## config.mk

```make
export PLATFORM = sky130hd
export DESIGN_NAME = cfg_reg_writer_flat
export DESIGN_NICKNAME = d
export VERILOG_FILES = /design/src/rtl/cfg_reg_writer_if.sv /design/src/rtl/cfg_reg_writer.sv /design/src/flat_wrapper.sv
export SDC_FILE = /design/constraint.sdc
export NUM_CORES = 1
export LEC_CHECK = 0
export CORE_MARGIN = 10
export CORE_UTILIZATION = 36
export CTS_CLUSTER_DIAMETER = 200
export CTS_CLUSTER_SIZE = 30
export DETAILED_ROUTE_END_ITERATION = 7
export MAX_ROUTING_LAYER = met4
export PLACE_DENSITY_LB_ADDON = 0.2
export SYNTH_ARGS = -nofsm -noshare
export SYNTH_HDL_FRONTEND = slang
export SYNTH_SLANG_ARGS = --single-unit
```

## constraint.sdc

```tcl
create_clock -name clk -period 1.67 [get_ports clk]
set_input_delay 0.167 -clock clk [delete_from_list [all_inputs] [get_ports clk]]
set_output_delay 0.167 -clock clk [all_outputs]
set_load 0.01 [all_outputs]
```

## src/rtl/cfg_reg_writer_if.sv

```systemverilog
// Command/response channel between the control side (master) and cfg_reg_writer (slave).
interface cfg_reg_writer_if #(
   parameter int ADDR_W = 3,
   parameter int DATA_W = 16
) ();
   logic              cmd_valid;
   logic              cmd_ready;
   logic [ADDR_W-1:0] cmd_addr;
   logic [DATA_W-1:0] cmd_data;
   logic              rsp_valid;
   logic              rsp_err;
   logic [ADDR_W-1:0] rsp_addr;
   logic [DATA_W-1:0] rsp_rdata;

   modport master (
      output cmd_valid, cmd_addr, cmd_data,
      input  cmd_ready, rsp_valid, rsp_err, rsp_addr, rsp_rdata
   );

   modport slave (
      input  cmd_valid, cmd_addr, cmd_data,
      output cmd_ready, rsp_valid, rsp_err, rsp_addr, rsp_rdata
   );
endinterface

```

## src/rtl/cfg_reg_writer.sv

```systemverilog
// Register-file write initiator with optional readback verify (CFG_WRITER_VERIFY_EN).
// One response per accepted command; saturating mismatch counter when verify is built in.
module cfg_reg_writer #(
   parameter int ADDR_W = 3,
   parameter int DATA_W = 16,
   parameter int RD_LAT = 1,
   parameter int ERR_W  = 8
) (
   input  logic              clk,
   input  logic              reset,
   cfg_reg_writer_if.slave   cmd,
   output logic              reg_write,
   output logic [ADDR_W-1:0] reg_address,
   output logic [DATA_W-1:0] reg_data_in,
   input  logic [DATA_W-1:0] reg_data_out,
   output logic [ERR_W-1:0]  err_count,
   output logic              busy
);
   localparam logic [1:0] ST_IDLE  = 2'd0;
   localparam logic [1:0] ST_WRITE = 2'd1;
   localparam logic [1:0] ST_WAIT  = 2'd2;
   localparam logic [1:0] ST_RESP  = 2'd3;

   logic [1:0]        state_reg;
   logic [1:0]        state_next;
   logic [1:0]        after_write;
   logic [ADDR_W-1:0] addr_reg;
   logic [DATA_W-1:0] data_reg;
   logic              wait_done;
   logic              mismatch;

   // The held command doubles as the register-port drive, so the port keeps its last value.
   assign cmd.cmd_ready = (state_reg == ST_IDLE);
   assign busy          = (state_reg != ST_IDLE);
   assign reg_write     = (state_reg == ST_WRITE);
   assign reg_address   = addr_reg;
   assign reg_data_in   = data_reg;
   assign cmd.rsp_valid = (state_reg == ST_RESP);
   assign cmd.rsp_addr  = addr_reg;
   assign cmd.rsp_err   = (state_reg == ST_RESP) & mismatch;

`ifdef CFG_WRITER_VERIFY_EN
   localparam int               CNT_W    = (RD_LAT > 1) ? $clog2(RD_LAT) : 1;
   localparam logic [CNT_W-1:0] CNT_LAST = CNT_W'(RD_LAT - 1);

   logic [CNT_W-1:0]  lat_cnt_reg;
   logic [DATA_W-1:0] rdata_reg;
   logic [ERR_W-1:0]  err_count_reg;
   logic [DATA_W-1:0] diff_bits;

   genvar gi;
   generate
      for (gi = 0; gi < DATA_W; gi++) begin : g_diff
         assign diff_bits[gi] = rdata_reg[gi] ^ data_reg[gi];
      end
   endgenerate

   assign mismatch    = |diff_bits;
   assign wait_done   = (lat_cnt_reg == CNT_LAST);
   assign after_write = ST_WAIT;
   assign cmd.rsp_rdata = rdata_reg;
   assign err_count   = err_count_reg;

   always_ff @(posedge clk) begin
      if (reset) begin
         lat_cnt_reg   <= '0;
         rdata_reg     <= '0;
         err_count_reg <= '0;
      end else begin
         if (state_reg == ST_WRITE)
            lat_cnt_reg <= '0;
         else if (state_reg == ST_WAIT && !wait_done)
            lat_cnt_reg <= lat_cnt_reg + CNT_W'(1);
         if (state_reg == ST_WAIT && wait_done)
            rdata_reg <= reg_data_out;
         // Counter sticks at all-ones rather than wrapping.
         if (state_reg == ST_RESP && mismatch && err_count_reg != '1)
            err_count_reg <= err_count_reg + ERR_W'(1);
      end
   end
`else
   logic [DATA_W+31:0] unused_inputs;

   assign unused_inputs = {reg_data_out, 32'(RD_LAT)};
   assign mismatch      = 1'b0;
   assign wait_done     = 1'b1;
   assign after_write   = ST_RESP;
   assign cmd.rsp_rdata = data_reg;
   assign err_count     = '0;
`endif

   always_comb begin
      state_next = state_reg;
      case (state_reg)
         ST_IDLE:  if (cmd.cmd_valid) state_next = ST_WRITE;
         ST_WRITE: state_next = after_write;
         ST_WAIT:  if (wait_done) state_next = ST_RESP;
         ST_RESP:  state_next = ST_IDLE;
         default:  state_next = ST_IDLE;
      endcase
   end

   always_ff @(posedge clk) begin
      if (reset) begin
         state_reg <= ST_IDLE;
         addr_reg  <= '0;
         data_reg  <= '0;
      end else begin
         state_reg <= state_next;
         if (state_reg == ST_IDLE && cmd.cmd_valid) begin
            addr_reg <= cmd.cmd_addr;
            data_reg <= cmd.cmd_data;
         end
      end
   end
endmodule

```

## src/flat_wrapper.sv

```systemverilog
// flat-port wrapper written by rule: the top's interface ports become plain ports
module cfg_reg_writer_flat 
#(
   parameter int ADDR_W = 3,
   parameter int DATA_W = 16,
   parameter int RD_LAT = 1,
   parameter int ERR_W  = 8
)
  (clk, reset, reg_write, reg_address, reg_data_in, reg_data_out, err_count, busy, cmd_cmd_valid, cmd_cmd_addr, cmd_cmd_data, cmd_cmd_ready, cmd_rsp_valid, cmd_rsp_err, cmd_rsp_addr, cmd_rsp_rdata);
  cfg_reg_writer_if #(.ADDR_W(ADDR_W), .DATA_W(DATA_W)) cmd_i ();
  input  logic clk;
  input  logic reset;
  output logic reg_write;
  output logic [ADDR_W-1:0] reg_address;
  output logic [DATA_W-1:0] reg_data_in;
  input  logic [DATA_W-1:0] reg_data_out;
  output logic [ERR_W-1:0] err_count;
  output logic busy;
  input wire logic [$bits(cmd_i.cmd_valid)-1:0] cmd_cmd_valid;
  input wire logic [$bits(cmd_i.cmd_addr)-1:0] cmd_cmd_addr;
  input wire logic [$bits(cmd_i.cmd_data)-1:0] cmd_cmd_data;
  output wire logic [$bits(cmd_i.cmd_ready)-1:0] cmd_cmd_ready;
  output wire logic [$bits(cmd_i.rsp_valid)-1:0] cmd_rsp_valid;
  output wire logic [$bits(cmd_i.rsp_err)-1:0] cmd_rsp_err;
  output wire logic [$bits(cmd_i.rsp_addr)-1:0] cmd_rsp_addr;
  output wire logic [$bits(cmd_i.rsp_rdata)-1:0] cmd_rsp_rdata;
  assign cmd_i.cmd_valid = cmd_cmd_valid;
  assign cmd_i.cmd_addr = cmd_cmd_addr;
  assign cmd_i.cmd_data = cmd_cmd_data;
  assign cmd_cmd_ready = cmd_i.cmd_ready;
  assign cmd_rsp_valid = cmd_i.rsp_valid;
  assign cmd_rsp_err = cmd_i.rsp_err;
  assign cmd_rsp_addr = cmd_i.rsp_addr;
  assign cmd_rsp_rdata = cmd_i.rsp_rdata;
  cfg_reg_writer #(.ADDR_W(ADDR_W), .DATA_W(DATA_W), .RD_LAT(RD_LAT), .ERR_W(ERR_W)) u_core (.clk(clk), .reset(reset), .cmd(cmd_i), .reg_write(reg_write), .reg_address(reg_address), .reg_data_in(reg_data_in), .reg_data_out(reg_data_out), .err_count(err_count), .busy(busy));
endmodule
```

==> flow_metrics.env <==
export IMPL_fin_tns_setup_ps=0
export IMPL_tritoncts="yes"
export IMPL_final_setup_viol_count=0
export IMPL_n_fill_cell=347
export IMPL_core_area_mm2=0.003661
export IMPL_power_leakage_nw=0.6907
export IMPL_grt_usage_pct=10.61
export IMPL_hold_viol_final=0
export IMPL_cp_num_buf_inv=2
export IMPL_critical_path_peak_fanout=4
export IMPL_cts_buffers_inserted=3
export IMPL_max_reg_flops=16
export IMPL_report_final_slew_viol_count=0
export IMPL_cts_hold_buffers=0
export IMPL_clock_tree_buffer_depth=2
export IMPL_drt_met1_wl_um=1375
export IMPL_min_period_over_period_pct=94.05
export IMPL_cap_viol_max_count=0
export IMPL_detail_route_vias_per_cell=4.548
export IMPL_design_portCount=89
export IMPL_clk_transition_reported_paths_ps=80
export IMPL_detail_route_antenna_nets=0
export IMPL_layout_min_cycle_time_ps=1571
export IMPL_cts_htree_levels=1
export IMPL_layout_cell_share_with_drive_strength_beyond_1_pct=23.70
export IMPL_timing_hold_worst_class="primary input to register"
export IMPL_route_detailed_drc=0
export IMPL_place_detailed_instances=217
export IMPL_cts_root_buf="clkbuf_8"
export IMPL_outcome="finished, final reports clean"
export IMPL_port_buffers=63
export IMPL_cts_resized=2
export IMPL_diodes=0
export IMPL_routability_congestion_estimate_from_global_placement=0.7560
export IMPL_drt_first_pass_iters=4
export IMPL_syn_area_mm2=0.001368
export IMPL_cp_cell_sequence="buf_4 -> ha_1 -> clkdlybuf4s50_1"
export IMPL_post_cts_setup_buffer_count=0
export IMPL_start_util_pct=37.35
export IMPL_grt_pass1_vias=1100
export IMPL_maxUsedRoutingLayer="met4"
export IMPL_endpoint_kind="primary output"
export IMPL_postLayoutCoreUtil_pct=51.44
export IMPL_met3WireLength_um=179
export IMPL_detailroute_wirelength_met2_um=1855
export IMPL_critical_path_max_stage_delay_ps=540
export IMPL_dp_hpwl_um=2646
export IMPL_multiInputGateArea_um2=658.1
export IMPL_vdd_ir_drop_worst_uv=851.6
export IMPL_synthesis_instances=132
export IMPL_hold_worst_slack_ps=372.6
export IMPL_synth_seq_area_share_pct=30.74
export IMPL_layout_commonest_cell="clkdlybuf4s50_1"
export IMPL_largest_net_degree_at_the_start_of_global_routing=42
export IMPL_count_of_vias_placed_by_the_detailed_router=1005
export IMPL_yosys_register_bits=21
export IMPL_setup_worst_path_class="register to primary output"
export IMPL_area_delta_synth_final_pct=37.69
export IMPL_worst_endpoint_required_ps=1500
export IMPL_timing_critical_path_slowest_stage_cell="clkdlybuf4s50_1"
export IMPL_die_height_um=81.64
export IMPL_synthDistinctLibCells=17
export IMPL_die_area_mm2=0.006664
export IMPL_antenna_found_initial=0
export IMPL_grt_overflow_total=0
export IMPL_worst_ep_arrival_time_ps=1400
export IMPL_die_width_um=81.64
export IMPL_routedWlPerCell_um=15.59
export IMPL_sequential_cell_area_um2=421.7
export IMPL_clock_latency_of_the_later_clocked_register_in_the_worst_skew_pair_ps=260
export IMPL_detail_route_iter0_violations=22
export IMPL_max_freq_mhz=636.7
export IMPL_synth_avg_cell_area_um2=10.36
export IMPL_clock_sinks=21
export IMPL_power_per_cell_area_mw_per_mm2=942.2
export IMPL_yosysWarningCount=0
export IMPL_fin_skew_ps=1.867
export IMPL_final_cell_mix="61 x clkdlybuf4s50_1, 20 x dfxtp_1, 19 x a21bo_1, 19 x a21oi_2, 10 x nand3_2"
export IMPL_grt_pass1_wl_um=5437
export IMPL_rsz0062_at_grt="false"
export IMPL_postRouteWirelength_um=3445
export IMPL_rows=22
export IMPL_worstSetupStartpointType="register"
export IMPL_timing_critical_path_max_delay_family="buffers and inverters"
export IMPL_fin_cells=221
export IMPL_finish_net_count=217
-- worst paths after layout --
kind         slack, ps  depth (start not counted)           startpoint                        to
max reg2reg        390                          5  u_core.state_reg[1]       u_core.state_reg[1]
min reg2reg        530                          2  u_core.state_reg[1]       u_core.state_reg[1]
min                370                          3        cmd_cmd_valid  u_core.cmd.rsp_rdata[11]
max                100                          3  u_core.state_reg[0]                 reg_write
-- cells by family after synthesis --
family	synth area share, %
buffers and inverters	23.33
DFF	30.74
other	0.2742
and+or+nand+nor	13.72
adders and majority gates	4.575
AOI/OAI and AO/OA	27.36
-- power by group --
part | internal (mW) | leakage (nW) | switching [mW]
logic | 0.433 | 0.496 | 0.392
clock network | 0.170 | 0.0228 | 0.162
registers | 0.569 | 0.172 | 0.0484
total | 1.17 | 0.691 | 0.603
-- Yosys cell counts --
| master | number | share of area [%] |
|---|---|---|
| a21bo_1 | 19 | 14 |
| ha_1 | 5 | 4.6 |
| buf_6 | 4 | 3.3 |
| buf_12 | 1 | 1.5 |
| o31ai_2 | 1 | 0.91 |
| o21ai_1 | 1 | 0.37 |
| nor2b_4 | 1 | 1.0 |
| buf_4 | 29 | 16 |
| nand3_2 | 10 | 7.3 |
| nand2b_1 | 1 | 0.46 |
| conb_1 | 1 | 0.27 |
| nand3_1 | 9 | 3.3 |
| nand4bb_1 | 2 | 1.6 |
| inv_1 | 3 | 0.82 |
| dfxtp_1 | 21 | 31 |
| a21oi_2 | 19 | 12 |
| buf_2 | 5 | 1.8 |
-- metrics by stage --
step | total power [mW] | setup WS (ps) | instance area (um^2)
2_1_floorplan | 1.198 | 422.6 | 1398
3_3_place_gp | 1.454 | 196.3 | 1838
3_5_place_dp | 1.468 | 182.4 | 1838
4_1_cts | 1.809 | 77.05 | 1883
5_1_grt | 1.896 | 11.02 | 1883
6_report | 1.774 | 99.43 | 1883
-- tightest hold or removal path: cells and delay by family --
kind,cells,cell delay (ps)
simple gates,1,150
buf+inv,1,220
compound gates,1,50
-- layout make-up --
| cell class | instances | share of cell area, % |
|---|---|---|
| inverters | 3 | 0.5980 |
| repair buffers | 68 | 36.48 |
| clock buffers | 4 | 2.392 |
| multi-input cells | 77 | 34.95 |
| well taps | 48 | 3.189 |
| flip-flops and latches | 21 | 22.39 |
-- layer usage --
metal / global-route usage, % / vias up
li1: - / 492
met1: 11.74 / 477
met2: 18.33 / 32
met3: 2.838 / 4
met4: 3.061 / 0
met5: - / -
Note: power is estimated with default switching activity, not from simulation.
